### src/rtl/busperm_sched.sv
// busperm_sched: round-robin front end for a shared combinational lane
// permutator. Stage S1 holds the granted request and drives the permutator.
// Stage S2 captures the permutator result and presents it downstream with
// valid/ready handshaking.
module busperm_sched #(
  parameter int NREQ  = 4,
  parameter int LANES = 8,
  parameter int LW    = 4,
  parameter int CW    = 16,
  localparam int IDW  = (NREQ > 1) ? $clog2(NREQ) : 1,
  localparam int DW   = LANES * LW
) (
  input  logic                 clk,
  input  logic                 rst,
  input  logic [NREQ-1:0]      req_valid,
  output logic [NREQ-1:0]      req_ready,
  input  logic [NREQ*CW-1:0]   req_ctrl,
  input  logic [NREQ*DW-1:0]   req_data,
  output logic [CW-1:0]        perm_ctrl,
  output logic [DW-1:0]        perm_din,
  input  logic [DW-1:0]        perm_dout,
  output logic                 out_valid,
  input  logic                 out_ready,
  output logic [DW-1:0]        out_data,
  output logic [IDW-1:0]       out_id,
  output logic                 busy,
  output logic [15:0]          accept_cnt
);

  // Stage S1: request feeding the permutator
  logic            v1_reg;
  logic [IDW-1:0]  id1_reg;
  logic [CW-1:0]   perm_ctrl_reg;
  logic [DW-1:0]   perm_din_reg;
  // Stage S2: captured result
  logic            out_valid_reg;
  logic [DW-1:0]   out_data_reg;
  logic [IDW-1:0]  out_id_reg;
  // Arbitration pointer and accept counter
  logic [IDW-1:0]  ptr_reg;
  logic [15:0]     accept_cnt_reg;

  // Per-requester views of the flat request buses
  logic [CW-1:0]   ctrl_arr [NREQ];
  logic [DW-1:0]   data_arr [NREQ];

  logic            s2_free;
  logic            s1_adv;
  logic [NREQ-1:0] rot_valid;
  logic            grant_found;
  logic [IDW-1:0]  grant_off;
  logic [IDW:0]    grant_sum;
  logic [IDW-1:0]  grant_idx;
  logic            accept;

  genvar gi;
  generate
    for (gi = 0; gi < NREQ; gi++) begin : g_slice
      assign ctrl_arr[gi] = req_ctrl[gi*CW +: CW];
      assign data_arr[gi] = req_data[gi*DW +: DW];
    end
  endgenerate

  // S2 drains when empty or being consumed; S1 moves when empty or S2 drains.
  assign s2_free = ~out_valid_reg | out_ready;
  assign s1_adv  = ~v1_reg | s2_free;

  // Rotate the request vector so bit k is requester (ptr + k) mod NREQ.
  assign rot_valid = NREQ'({req_valid, req_valid} >> ptr_reg);

  // Find the lowest rotated offset with a pending request.
  always_comb begin
    grant_found = 1'b0;
    grant_off   = '0;
    for (int k = NREQ - 1; k >= 0; k--) begin
      if (rot_valid[k]) begin
        grant_found = 1'b1;
        grant_off   = k[IDW-1:0];
      end
    end
  end

  // Map the rotated offset back to an absolute requester index.
  always_comb begin
    grant_sum = {1'b0, ptr_reg} + {1'b0, grant_off};
    if (grant_sum >= (IDW+1)'(NREQ)) begin
      grant_sum = grant_sum - (IDW+1)'(NREQ);
    end
    grant_idx = grant_sum[IDW-1:0];
  end

  // Reset blocks any accept so the reset cycle never loads S1.
  assign accept = grant_found & s1_adv & ~rst;

  generate
    for (gi = 0; gi < NREQ; gi++) begin : g_ready
      assign req_ready[gi] = accept & (grant_idx == IDW'(gi));
    end
  endgenerate

  // S1 register: load on accept, otherwise empty out when it advances.
  always_ff @(posedge clk) begin
    if (rst) begin
      v1_reg        <= 1'b0;
      id1_reg       <= '0;
      perm_ctrl_reg <= '0;
      perm_din_reg  <= '0;
    end else if (s1_adv) begin
      v1_reg <= accept;
      if (accept) begin
        id1_reg       <= grant_idx;
        perm_ctrl_reg <= ctrl_arr[grant_idx];
        perm_din_reg  <= data_arr[grant_idx];
      end
    end
  end

  // S2 register: take the permutator result whenever the slot is free;
  // a stalled result holds untouched until out_ready.
  always_ff @(posedge clk) begin
    if (rst) begin
      out_valid_reg <= 1'b0;
      out_data_reg  <= '0;
      out_id_reg    <= '0;
    end else if (s2_free) begin
      out_valid_reg <= v1_reg;
      if (v1_reg) begin
        out_data_reg <= perm_dout;
        out_id_reg   <= id1_reg;
      end
    end
  end

  // Round-robin pointer and accept counter move only on an accept.
  always_ff @(posedge clk) begin
    if (rst) begin
      ptr_reg        <= '0;
      accept_cnt_reg <= '0;
    end else if (accept) begin
      ptr_reg        <= (grant_idx == IDW'(NREQ - 1)) ? '0 : grant_idx + 1'b1;
      accept_cnt_reg <= accept_cnt_reg + 16'd1;
    end
  end

  assign perm_ctrl  = perm_ctrl_reg;
  assign perm_din   = perm_din_reg;
  assign out_valid  = out_valid_reg;
  assign out_data   = out_data_reg;
  assign out_id     = out_id_reg;
  assign busy       = v1_reg | out_valid_reg;
  assign accept_cnt = accept_cnt_reg;

endmodule

### config.mk
export PLATFORM = sky130hd
export DESIGN_NAME = busperm_sched
export DESIGN_NICKNAME = d
export VERILOG_FILES = /design/src/rtl/busperm_sched.sv
export SDC_FILE = /design/constraint.sdc
export NUM_CORES = 1
export LEC_CHECK = 0
export BUFFER_PORTS_ARGS = -buffer_cell sky130_fd_sc_hd__buf_2
export CAP_MARGIN = 15
export CORE_AREA = 4 4 127 129
export DETAILED_ROUTE_END_ITERATION = 16
export DIE_AREA = 0 0 131 133
export PLACE_DENSITY = 0.77
export SETUP_SLACK_MARGIN = 0.15
export SLEW_MARGIN = 30
export SYNTH_ARGS = -nofsm -noshare
export SYNTH_HDL_FRONTEND = slang
export SYNTH_SLANG_ARGS = --single-unit
### constraint.sdc
create_clock -name clk -period 7.1 [get_ports clk]
set_input_delay 1.775 -clock clk [delete_from_list [all_inputs] [get_ports clk]]
set_output_delay 1.775 -clock clk [all_outputs]
set_load 0.01 [all_outputs]
======== Word-level counts from Yosys, hierarchy flattened ========
Index checks and enable logic that the tools add are counted.
storage, ports and cells
  register bits after elaboration ......... 104
  bits of input ports ..................... 231
  output and inout port bits .............. 104
cells by class
  add/sub/neg operators ................... 4
  order comparisons ....................... 2
  equal/unequal tests ..................... 3
  shift-type cells ........................ 1
  mux-type cells .......................... 16
  bitwise operators ....................... 13
  reduce and logical (&&, ||, !) cells .... 3
operators by type and width
  cell                     number
  $bmux W32 S2             1
  $mux W32                 2
  $bmux W16 S2             1
  $mux W16                 2
  $add A16 B1 Y16 const B  1
  $mux W2                  6
  $shr A8 B2 Y4            1
  $and A1 B1 Y1            6
  $ge A3 B3 Y1 const B     2
  $eq A2 B2 Y1 const B     2
  $mux W1                  4
  $reduce_and A2 Y1        2
  $add A2 B2 Y3            1
  $not A1 Y1               3
  $not A2 Y3               1
  $or A1 B1 Y1             3
  $add A2 B1 Y2 const B    1
  $eq A2 B1 Y1 const B     1
  $logic_not A2 Y1         1
  $sub A2 B1 Y2 const B    1

======== Longest topological paths before layout ========
  word-level depth ........................ 12
  gate-level depth with buffers ........... 12

======== Least setup slack after synthesis ========
No wires, ideal clock.
  path kind ............................... input-to-output
  start point ............................. input req_valid[0]
  end point ............................... output req_ready[2]
  arrival time ............................ 3.658 ns
  required time ........................... 5.325 ns
  path slack .............................. 1.667 ns
  stages on the path ...................... 9
  path buffers ............................ 3
  cells stage by stage .................... buf_2 -> or4_1 -> o211ai_1 -> ha_1 -> clkbuf_1 -> clkbuf_1 -> inv_1 -> ha_1 -> and3_1
on the way
  longest elaborated chain between the ends .. 10
RTL lines
  item                                                  line    RTL
  start, declared                                       15      input logic [NREQ-1:0] req_valid,
  $shr A8 B2 Y4 *                                       69      assign rot_valid = NREQ'({req_valid, req_valid} >> ptr_reg);
  $mux W2 (3 in a row)                                  76      if (rot_valid[k]) begin
  $mux W2 *                                             76
  $add A2 B2 Y3 *                                       85      grant_sum = {1'b0, ptr_reg} + {1'b0, grant_off};
  $ge A3 B3 Y1 / $sub A2 B1 Y2 (equally long branches)  86, 87
  $mux W2 *                                             86      if (grant_sum >= (IDW+1)'(NREQ)) begin
  net grant_sum[0]                                      52      logic [IDW:0] grant_sum;
  $eq A2 B2 Y1 *                                        97      assign req_ready[gi] = accept & (grant_idx == IDW'(gi));
  $and A1 B1 Y1 *                                       97
  end, declared                                         16      output logic [NREQ-1:0] req_ready,
Mark *: on every way through the listed nets, which the timed path passes. The rest lies on a longest branch.

======== Worst setup path after layout ========
  start point ............................. input req_valid[1]
  end point ............................... output req_ready[2]
on the way
  longest elaborated chain between the ends .. 10
RTL lines
  item                                                  line
  $shr A8 B2 Y4 *                                       69
  $mux W2 (4 in a row)                                  76
  $add A2 B2 Y3                                         85
  $ge A3 B3 Y1 / $sub A2 B1 Y2 (equally long branches)  86, 87
  $mux W2                                               86
  $eq A2 B2 Y1                                          97
  $and A1 B1 Y1 *                                       97
Every way passes the cells marked *; elsewhere a longest branch is shown, timed or not.

==> flow_metrics.env <==
export IMPL_wirelength_um=18500
export IMPL_viasPerCell=5.347
export IMPL_synth_ff_type="dfxtp_1"
export IMPL_gp_congestion=0.8167
export IMPL_io_pins=335
export IMPL_finalSetupTns_ps=0
export IMPL_dieArea_um2=17420
export IMPL_fill_cells=1388
export IMPL_grt_usage_pct=20.42
export IMPL_die_y_um=133
export IMPL_ys_top_cells_by_area="dfxtp_1 33%, mux2_2 17%, a221oi_2 11%"
export IMPL_ant_nets=0
export IMPL_fin_skew_ps=8.445
export IMPL_synth_edf_count=0
export IMPL_grt_pass1_vias=5902
export IMPL_dp_hpwl_um=13780
export IMPL_drive_gt1_share_pct=52.51
export IMPL_synth_top_area_share_pct=33.39
export IMPL_crit_chain="buf_2 > inv_1 > nor3_1 > a311oi_1 > o211ai_1 > ha_4 > xnor2_1 > xnor2_1 > ha_1 > and3_1 > buf_2"
export IMPL_first_pass_iters=4
export IMPL_critical_path_top_delay_family="XOR/XNOR gates"
export IMPL_swShare_pct=41.93
export IMPL_path_max_fanout=6
export IMPL_nets=1204
export IMPL_p_leak_nw=3.675
export IMPL_hp_class="register to register"
export IMPL_die_w_um=131
export IMPL_syn_inst=685
export IMPL_post_route_min_period_ps=5618
export IMPL_final_max_slew_viol_count=0
export IMPL_cts_buffers=9
export IMPL_ys_seq_area_share_pct=33.39
export IMPL_grt_max_degree=97
export IMPL_port_buffers=334
export IMPL_max_freq_mhz=178.0
export IMPL_clk_pin_slew_ps=80
export IMPL_internal_power_mw=1.873
export IMPL_power_density_nw_per_um2=392.5
export IMPL_seqPwrFrac_pct=25.7
export IMPL_area_delta_synth_final_pct=31.81
export IMPL_run_status="complete, no violations"
export IMPL_antenna_found_initial=0
export IMPL_power_frac_clock_pct=15.7
export IMPL_cts_hold_buffers=0
export IMPL_hold_violations=0
export IMPL_core_area_um2=15030
export IMPL_startpoint_type="primary input"
export IMPL_vias=6219
export IMPL_grt_pass1_wl_um=29200
export IMPL_post_cts_buffers=0
export IMPL_crit_slowest_cell="xnor2_1"
export IMPL_ys_warnings_count=0
export IMPL_htreeDepth=3
export IMPL_power_frac_comb_pct=58.6
export IMPL_finalPower_mw=3.226
export IMPL_crit_buf_inv=3
export IMPL_num_rows=45
export IMPL_drtIter0Drc=294
export IMPL_ys_ff_latch=104
export IMPL_ys_types=44
export IMPL_power_switching_mw=1.353
export IMPL_grt_ovfl_total=0
export IMPL_setup_violations_final=0
export IMPL_ctsResizeCount=0
export IMPL_critPathRequiredTime_ps=5330
export IMPL_diodes=0
export IMPL_multi_input_area_um2=3816
export IMPL_wire_per_inst_um=15.91
export IMPL_cts_sinks=104
export IMPL_path_class="primary input to output port"
export IMPL_end_kind="output port"
export IMPL_clockRootBuffer="clkbuf_16"
export IMPL_syn_area_um2=6235
export IMPL_clk_latency_ps=350
export IMPL_slew_headroom_pct=36.76
export IMPL_final_seq_area_um2=2082
export IMPL_initial_core_util_pct=41.47
export IMPL_syn_num_nets=919
export IMPL_rsz0062_at_grt="no"
export IMPL_period_share_pct=79.13
export IMPL_cpPeakStageDelay_ps=380
export IMPL_syn_area_per_cell_um2=9.102
export IMPL_worstMarginPinSlew_ps=948.5
export IMPL_synth_async_reset_ratio_pct=0
export IMPL_vdd_drop_max_mv=0.2555
export IMPL_maxCapViolations=0
export IMPL_cts_tree="built"
export IMPL_cts_buffer_depth=2
export IMPL_drcViolationCount=0
export IMPL_yosys_area_top_type="dfxtp_1"
export IMPL_worst_ep_arrival_time_ps=3840
-- worst register-to-register path, delay by kind of cell, from the launching register on --
family / cells / cell delay (ps)
simple gates: 2 / 910
compound gates: 4 / 790
buf+inv: 1 / 620
flops: 1 / 590
xor+xnor: 1 / 380
fa+ha+maj: 1 / 190
-- power groups by stage --
| stage | registers [mW] | clock network [mW] | logic (mW) |
|---|---|---|---|
| floorplan | 0.894 | 0 | 1.40 |
| global placement | 0.834 | 0 | 1.87 |
| detailed placement | 0.839 | 0 | 1.89 |
| CTS | 0.829 | 0.523 | 1.90 |
| global route | 0.851 | 0.549 | 2.06 |
| finish | 0.829 | 0.505 | 1.89 |
-- layout make-up --
type / count / area share (%)
timing repair buffer: 344 / 21.41
clock inverter: 7 / 0.9896
inverter: 5 / 0.2284
sequential: 104 / 25.34
tap: 188 / 2.862
clock buffer: 9 / 2.741
multi-input combinational: 506 / 46.44
-- Yosys cell counts (2+ instances only) --
master / instances
a221oi_1: 51
buf_1: 5
nor3_1: 7
o21ai_0: 3
or3_1: 4
o21ai_1: 48
a21oi_1: 40
xor2_1: 6
xnor2_1: 9
mux2_2: 96
clkbuf_1: 37
nand2b_1: 4
buf_2: 14
buf_6: 8
and3_1: 3
o32ai_1: 2
a221oi_2: 45
nand3_1: 9
o211ai_1: 2
ha_1: 3
nor2_1: 27
nand4_1: 2
buf_4: 6
dfxtp_1: 104
nand2_1: 125
inv_1: 5
nor2b_1: 3
-- final timing paths --
check | start | cells past startpoint | end | slack [ps]
setup / recovery | req_valid[1] | 11 | req_ready[2] | 1480
hold / removal | perm_din[25] | 2 | perm_din[25] | 450
setup reg to reg | ptr_reg[0] | 9 | perm_din[0] | 3570
hold reg to reg | perm_din[25] | 2 | perm_din[25] | 450
-- logic make-up after synthesis --
group,after synthesis,share of synthesized area (%)
AND/OR/NAND/NOR,195,13.73
buffers and inverters,75,6.121
multiplexers,96,17.34
AO/OA/AOI/OAI,197,26.71
adder cells (fa/ha/maj),3,0.6021
XOR/XNOR,15,2.107
flip-flops,104,33.39
-- metal layers --
metal	up-vias	GRT usage [%]	share of wire [%]
met5	-	0	0
met3	14	5.248	6.4
met1	2877	25.87	42
li1	3120	-	-
met2	208	34.68	51
met4	0	4.343	1.2
-- cells in the final DEF (no fill, tap or decap), drive strengths merged, types with 2 or more instances in the layout --
cell type and n:
and3 3, a21oi 40, o211ai 2, nand4 2, inv 9, o21ai 51
xor2 6, nor3 8, ha 3, nand3 9, nor2 28, dfxtp 104
clkinv 3, o32ai 2, nand2b 4, a221oi 96, clkbuf 9, mux2 96
nor4 2, buf 344, or3 4, nor2b 3, xnor2 9, nand2 125
-- stage by stage --
stage               std cells  util (%)  setup slack (ps)  cell area (um^2)  hold slack [ps]
floorplan                 685         -              1667              6235            428.7
global placement         1147     52.63              1545              7911            434.7
detailed placement       1147     52.63              1506              7911            438.3
CTS                      1163     54.67              1489              8218            448.9
global route             1163     54.67              1336              8218            463.8
finish                   1163     54.67              1482              8218            445.9
No activity file was read; power rests on OpenSTA's default activity.
